`src/rtl/qtps_writeback.sv`:
```
// Writeback stage: a one-entry holding register that commits ALU results to the
// register file, updates the architectural flags and owns the loop counter.
package qtpa_pkg;
    parameter int DATA_WIDTH = 16;

    typedef enum logic [4:0] {
        OP_NOP,
        OP_ADD_IMM, OP_ADD_REG,
        OP_SUB_IMM, OP_SUB_REG,
        OP_AND_IMM, OP_AND_REG,
        OP_OR_IMM,  OP_OR_REG,
        OP_MOV_IMM, OP_MOV_REG,
        OP_SHL_IMM, OP_SHL_REG,
        OP_SHR_IMM, OP_SHR_REG,
        OP_CMP_IMM, OP_CMP_REG,
        OP_LCSET,
        OP_LOOP,
        OP_HALT
    } op_t;
endpackage

module qtps_writeback #(
    parameter int DATA_WIDTH = qtpa_pkg::DATA_WIDTH,
    parameter int REG_ADDR_W = 4
) (
    input  logic                  clk,
    input  logic                  rst,
    input  logic                  in_valid,
    output logic                  in_ready,
    input  qtpa_pkg::op_t         in_op,
    input  logic [REG_ADDR_W-1:0] in_rd,
    input  logic [DATA_WIDTH-1:0] in_result,
    input  logic                  in_zero,
    input  logic                  in_carry,
    input  logic                  in_ovf,
    input  logic                  wb_stall,
    output logic                  rf_we,
    output logic [REG_ADDR_W-1:0] rf_waddr,
    output logic [DATA_WIDTH-1:0] rf_wdata,
    output logic                  flag_z,
    output logic                  flag_c,
    output logic                  flag_v,
    input  logic                  lc_dec,
    output logic [DATA_WIDTH-1:0] lc_value,
    output logic                  lc_zero,
    output logic                  fwd_valid,
    output logic [REG_ADDR_W-1:0] fwd_rd,
    output logic [DATA_WIDTH-1:0] fwd_data
);
    import qtpa_pkg::*;

    logic                  valid_q;
    op_t                   op_q;
    logic [REG_ADDR_W-1:0] rd_q;
    logic [DATA_WIDTH-1:0] result_q;
    logic                  z_q, c_q, v_q;
    logic [DATA_WIDTH-1:0] lc_q;

    logic transfer, commit, op_writes, op_flags, writes_rf;

    always_comb begin
        op_writes = 1'b0;
        op_flags  = 1'b0;
        case (op_q)
            OP_ADD_IMM, OP_ADD_REG, OP_SUB_IMM, OP_SUB_REG,
            OP_AND_IMM, OP_AND_REG, OP_OR_IMM,  OP_OR_REG,
            OP_MOV_IMM, OP_MOV_REG, OP_SHL_IMM, OP_SHL_REG,
            OP_SHR_IMM, OP_SHR_REG: begin
                op_writes = 1'b1;
                op_flags  = 1'b1;
            end
            OP_CMP_IMM, OP_CMP_REG: op_flags = 1'b1;
            default: ;
        endcase
    end

    // Outputs are gated by rst so nothing escapes from an entry that reset discards.
    assign in_ready  = rst || !valid_q || !wb_stall;
    assign transfer  = in_valid && in_ready && !rst;
    assign commit    = valid_q && !wb_stall && !rst;
    assign writes_rf = op_writes && (rd_q != '0);

    assign rf_we     = commit && writes_rf;
    assign rf_waddr  = rd_q;
    assign rf_wdata  = result_q;
    assign fwd_valid = valid_q && writes_rf && !rst;
    assign fwd_rd    = rd_q;
    assign fwd_data  = result_q;
    assign lc_value  = lc_q;
    assign lc_zero   = (lc_q == '0);

    always_ff @(posedge clk) begin
        if (rst) begin
            valid_q <= 1'b0;
        end else if (transfer) begin
            valid_q  <= 1'b1;
            op_q     <= in_op;
            rd_q     <= in_rd;
            result_q <= in_result;
            z_q      <= in_zero;
            c_q      <= in_carry;
            v_q      <= in_ovf;
        end else if (commit) begin
            valid_q <= 1'b0;
        end
    end

    always_ff @(posedge clk) begin
        if (rst) begin
            flag_z <= 1'b0;
            flag_c <= 1'b0;
            flag_v <= 1'b0;
        end else if (commit && op_flags) begin
            flag_z <= z_q;
            flag_c <= c_q;
            flag_v <= v_q;
        end
    end

    // LCSET load beats a same-cycle decrement; decrement saturates at zero.
    always_ff @(posedge clk) begin
        if (rst)
            lc_q <= '0;
        else if (commit && op_q == OP_LCSET)
            lc_q <= result_q;
        else if (lc_dec && lc_q != '0)
            lc_q <= lc_q - DATA_WIDTH'(1);
    end
endmodule

```
`config.mk`:
```
export PLATFORM = sky130hd
export DESIGN_NAME = qtps_writeback
export DESIGN_NICKNAME = d
export VERILOG_FILES = /design/src/rtl/qtps_writeback.sv
export SDC_FILE = /design/constraint.sdc
export NUM_CORES = 1
export LEC_CHECK = 0
export ABC_AREA = 0
export BUFFER_PORTS_ARGS = -buffer_cell sky130_fd_sc_hd__buf_4
export CAP_MARGIN = 40
export CORE_MARGIN = 2
export CORE_UTILIZATION = 30
export CTS_BUF_LIST = sky130_fd_sc_hd__clkbuf_8 sky130_fd_sc_hd__clkbuf_16
export CTS_CLUSTER_DIAMETER = 120
export CTS_CLUSTER_SIZE = 10
export DETAILED_ROUTE_END_ITERATION = 8
export PLACE_DENSITY_LB_ADDON = 0.1
export SLEW_MARGIN = 15
export SYNTH_ARGS = -nofsm -noshare
export SYNTH_HDL_FRONTEND = slang
export SYNTH_SLANG_ARGS = --single-unit
```
`constraint.sdc`:
```
create_clock -name clk -period 2.55 [get_ports clk]
set_input_delay 0.1275 -clock clk [delete_from_list [all_inputs] [get_ports clk]]
set_output_delay 0.1275 -clock clk [all_outputs]
set_load 0.01 [all_outputs]
```
=== Word level (Yosys, flattened, before mapping) ===
Cells that the tools add are included.

* Flip-flop bits (word level): 48
* Latch bits: 0
* Bits in writable memories: 0
* ROM bits: 0
* Output and inout port bits: 63
* Logic and storage cells: 60
* Memories: 0

* Add/subtract/negate cells: 1
* $mul: 0
* Divide/modulo/power cells: 0
* $lt $le $gt $ge: 0
* Equal/unequal tests: 17
* Shifts and indexed selects: 0
* Muxes and demuxes: 6
* Bitwise gates (word level): 1
* Reductions and logical operators: 24

{| class="wikitable"
|+ Operator list
! operator !! count
|-
| $eq 5x4->1 const B || 8
|-
| $mux 16 || 2
|-
| $eq 5x3->1 const B || 4
|-
| $logic_not 16->1 || 1
|-
| $reduce_bool 16->1 || 1
|-
| $reduce_or 16->1 || 1
|-
| $sub 16x1->16 const B || 1
|-
| $reduce_or 14->1 || 1
|-
| $logic_and 1x1->1 || 11
|-
| $eq 5x2->1 const B || 2
|-
| $eq 5x5->1 const B || 2
|-
| $eq 5x1->1 const B || 1
|-
| $mux 1 || 4
|-
| $reduce_bool 2->1 || 2
|-
| $reduce_bool 4->1 || 1
|-
| $logic_not 1->1 || 3
|-
| $logic_or 1x1->1 || 2
|-
| $reduce_and 2->1 || 1
|-
| $not 1->1 || 1
|}

=== Logic depth before layout (Yosys ltp) ===
* Depth after elaboration: 6
* Depth in mapped cells: 8

=== Worst setup path after synthesis ===
No wires, ideal clock.

* Kind: reg-to-reg
* From: reg valid_q
* To: reg c_q (enable)
* Library setup time: 423 ps
* Data arrival time: 1,846 ps
* Data required time: 2,127 ps
* Path slack: 282 ps
* Cell stages (with the launch flop): 3
* Buffers on the path: 0
* Period minus slack after synthesis: 2,268 ps
* Path through: dfxtp_1 > nor2b_1 > a21oi_1

* Cells in the longest elaborated chain, start to end: 6

{| class="wikitable"
|+ Ends and longest elaborated chain
! item !! RTL line !! RTL
|-
| start, declared || 52 || <nowiki>logic valid_q;</nowiki>
|-
| start signal, assigned || 94 || <nowiki>valid_q <= 1'b0;</nowiki>
|-
| start signal, assigned || 96 || <nowiki>valid_q <= 1'b1;</nowiki>
|-
| start signal, assigned || 104 || <nowiki>valid_q <= 1'b0;</nowiki>
|-
| $logic_not 1->1 || 78 || <nowiki>assign in_ready = rst || !valid_q || !wb_stall;</nowiki>
|-
| $logic_or 1x1->1 (2 in series) || 78 ||
|-
| $logic_and 1x1->1 (2 in series) || 79 || <nowiki>assign transfer = in_valid && in_ready && !rst;</nowiki>
|-
| net transfer || 59 || <nowiki>logic transfer, commit, op_writes, op_flags, writes_rf;</nowiki>
|-
| $reduce_and 2->1 (no source line) || -- ||
|-
| end signal, assigned || 101 || <nowiki>c_q <= in_carry;</nowiki>
|-
| end, declared || 56 || <nowiki>logic z_q, c_q, v_q;</nowiki>
|}

The timed path passes the listed nets, and every way through them passes these cells.
A chain may end at the register's enable or synchronous reset.

=== Final worst setup path ===
* From: reg lc_q[0] (netlist: lc_value[0])
* To: reg lc_q[10] (netlist: lc_value[10])

* Cells in the longest elaborated chain, start to end: 3
* Elaborated cells on any way between the ends: 6
* Classes of those cells: add/sub (1); mux (2); reduce/logical (3)

{| class="wikitable"
|+ Ends and longest elaborated chain
! item !! RTL line !! RTL
|-
| start, declared || 57 || <nowiki>logic [DATA_WIDTH-1:0] lc_q;</nowiki>
|-
| start signal, assigned || 125 || <nowiki>lc_q <= result_q;</nowiki>
|-
| start signal, assigned || 127 || <nowiki>lc_q <= lc_q - DATA_WIDTH'(1);</nowiki>
|-
| $sub 16x1->16 or $reduce_bool 16->1 (tied branches) || 127, 126 ||
|-
| $mux 16 or $logic_and 1x1->1 (tied branches) || 126 || <nowiki>else if (lc_dec && lc_q != '0)</nowiki>
|-
| $mux 16 or $reduce_bool 2->1 (tied branches) || -- ||
|}

Several ways; a longest one is shown, not always the timed one. The select of a mux whose other input is x is not followed.

==> impl_metrics.py <==
metrics = {
    "status": {
        "status": "finished clean",
    },
    "logic_synthesis": {
        "syn_inst": 189,
        "synth_top_area_cell": "edfxtp_1",
        "ys_warn_count": 0,
        "ys_seq_elements": 48,
        "syn_nets": 224,
        "syn_area_mm2": 0.00222,
        "syn_area_per_cell_um2": 11.7,
        "yosysTopAreaCellShare_pct": 37.9,
        "synth_cell_types": 38,
        "synth-seq-area-share_pct": 56.0,
        "synth_area_leaders": "edfxtp_1, dfxtp_1, buf_4",
    },
    "cells_and_area": {
        "final-seq-area_mm2": 0.00124,
        "syn2layout_area_growth_pct": 51.1,
        "antenna_cells": 0,
        "multiInputGateArea_um2": 801,
        "design_area_mm2": 0.00335,
        "fin_nets": 332,
        "drive_gt1_share_pct": 39.9,
        "final_core_util_pct": 46.4,
        "num-fill-cells": 703,
    },
    "timing": {
        "maxSlewHeadroom_pct": 58.1,
        "final-max-slew-violation-count": 0,
        "setup_viol": 0,
        "tightest_slew_ns": 0.623,
        "finalCriticalPeriod_ns": 2.00,
        "max_freq_ghz": 0.501,
        "fin_tns_setup_ns": 0,
        "fin_ws_ns": 0.555,
        "fin_skew_ns": 0.00599,
        "fin_crit_sh_pct": 78.2,
        "rsz0062_at_grt": "no",
        "finalHoldViolations": 0,
    },
    "power": {
        "p_leak_nw": 1.36,
        "power_mw": 3.28,
        "ir_drop_mv": 0.287,
        "power.density_mw_per_mm2": 980,
    },
    "route": {
        "detail-route-antenna-nets": 0,
        "first_iter_violations": 82,
        "drc": 0,
        "drt_wl_total_um": 5660,
        "vias": 1818,
        "viasPerCell": 4.58,
        "drt_pass1_iterations": 4,
        "routedWlPerCell_um": 14.2,
    },
    "setup_path": {
        "critPathRequiredTime_ns": 2.76,
        "worst-setup-path-type": "register to register",
        "arrival_ns": 2.21,
        "endpoint_kind": "register",
        "critPathMaxFanout": 7,
        "critical_path.startpoint_type": "register",
    },
    "global_routing": {
        "grt_pass1_wl_um": 9250,
        "gr-usage-all-layers_pct": 14.1,
        "grt_overflow_total": 0,
        "grt_pass1_vias": 1901,
        "antenna_found_initial": 0,
        "grt_max_degree": 23,
    },
    "die": {
        "die-area_mm2": 0.00809,
        "die_x_um": 89.9,
        "core_mm2": 0.00721,
        "num_rows": 31,
        "start_util_pct": 30.7,
        "io_pins": 96,
        "die_h_um": 89.9,
    },
    "job": {
        "maxCapViolCount": 0,
    },
    "clocking": {
        "cts_tree": "yes",
        "clock-sinks": 48,
        "cts.reportedPaths.clkPinSlew_ns": 0.09,
        "clock_latency_ns": 0.30,
        "cts_max_path_buffers": 2,
        "clock-root-buffer": "clkbuf_8",
        "cts.htree.levels": 2,
        "cts-resized-gates": 0,
        "numCtsBuffers": 5,
    },
    "place": {
        "dp_hpwl_um": 4060,
        "io_buffers": 95,
        "place_area_mm2": 0.00291,
        "dpl_worst_slack_ns": 0.561,
        "routabilityCongestion": 0.763,
    },
    "min_path": {
        "holdCritPathClass": "input pin to register",
    },
}
==> synthesized netlist by cell type <==
library cell  number
nor3_1            10
ha_1               2
or4_1              1
and4_2             1
nand4_1            5
clkbuf_1           4
nor4_1             7
nand2b_1           1
inv_1              2
a21oi_1            4
nand2_1            7
a211oi_2           2
nor4_4             1
nand3_1            4
buf_4             20
nor4b_2            3
a311o_1            1
nor4bb_1           1
and4_1             2
a211oi_1          12
o21a_1             1
a31oi_1            1
nor3b_2            1
nor3b_1            1
xnor2_1            9
nand3b_1           1
nor2_2             1
or3_1              1
and3b_1            1
nor4_2             2
nor2_1            22
nor3b_4            1
nor2b_1            2
mux2i_1            4
edfxtp_1          28
buf_2              1
dfxtp_1           20
xor2_1             2
==> cell usage in the layout (no fill, tap or decap), types with 2 or more instances in the layout <==
| cell | instances |
|---|---|
| dfxtp_1 | 20 |
| nor4_1 | 7 |
| nand3_1 | 4 |
| nor2b_1 | 2 |
| xor2_1 | 2 |
| nor4_2 | 2 |
| ha_1 | 2 |
| clkbuf_8 | 5 |
| nor2_1 | 22 |
| nor4b_2 | 3 |
| nand4_1 | 5 |
| buf_4 | 98 |
| a21oi_1 | 3 |
| nor3_1 | 10 |
| inv_1 | 2 |
| edfxtp_1 | 28 |
| xnor2_1 | 9 |
| dlygate4sd3_1 | 28 |
| bufinv_16 | 3 |
| and4_1 | 2 |
| nand2_1 | 7 |
| a211oi_2 | 2 |
| a211oi_1 | 12 |
| mux2i_1 | 4 |
==> per-stage QoR <==
| stage | std cells | hold WS, ns |
|---|---|---|
| floorplan | 189 | 0.226 |
| global route | 397 | 0.0860 |
| global placement | 361 | 0.306 |
| finish | 397 | 0.0823 |
| CTS | 396 | 0.00463 |
| detailed placement | 361 | 0.307 |
==> metal layers <==
| metal | vias to the layer above | GRT usage (%) | part of all wire, % | wire length (µm) |
|---|---|---|---|---|
| met3 | 4 | 3.52 | 5.6 | 316 |
| met4 | 0 | 5.00 | 0.81 | 46 |
| met2 | 68 | 23.7 | 48 | 2740 |
| met1 | 848 | 17.8 | 45 | 2560 |
| met5 | - | 0 | 0 | 0 |
| li1 | 898 | - | - | - |
==> repair_timing <==
action / 4_1_cts / 5_1_grt
hold endpoints to repair: 27 / 1
setup buffers: 0 / 0
hold buffers: 27 / 1
==> final cells by class <==
class	instances	area share, %
flip-flops and latches	48	37.1
repair buffers	126	30.3
multi-input cells	114	23.9
well taps	99	3.70
clock inverters	3	2.69
clock buffers	5	2.06
inverters	2	0.224
==> critical path: stages, from the launching register on <==
cell      delay, ns
dfxtp_1        0.35
inv_1          0.12
ha_1           0.16
nor4b_2        0.38
and3b_1        0.42
nor2_1         0.10
xnor2_1        0.13
a211oi_1       0.24
==> registers in the layout, indices dropped and copies added (netlist names) <==
| signal | flops |
|---|---|
| flag_z | 1 |
| c_q | 1 |
| fwd_data | 16 |
| lc_value | 16 |
| flag_c | 1 |
| z_q | 1 |
| flag_v | 1 |
| valid_q | 1 |
| op_q | 5 |
| v_q | 1 |
| fwd_rd | 4 |
==> final timing paths <==
check	startpoint	end	slack, ns	cells past startpoint
setup / recovery	lc_value[0]	lc_value[10]	0.55	7
hold / removal	wb_stall	valid_q	0.08	3
setup reg to reg	lc_value[0]	lc_value[10]	0.55	7
hold reg to reg	c_q	flag_c	0.50	2
==> cells by family after synthesis <==
group / Yosys count / share of synthesized area [%]
mux: 4 / 1.81
simple gates: 76 / 21.5
flops: 48 / 56.0
buf+inv: 27 / 8.02
fa+ha+maj: 2 / 1.13
xor+xnor: 11 / 4.35
compound gates: 21 / 7.17
==> where the power goes <==
part / switching [mW] / leakage [nW] / total, mW / internal (mW)
sequential: 0.223 / 0.426 / 1.18 / 0.960
clock: 0.258 / 0.0784 / 0.749 / 0.490
combinational: 0.649 / 0.852 / 1.35 / 0.700
total: 1.13 / 1.36 / 3.28 / 2.15
Note: power is estimated with default switching activity, not from simulation.
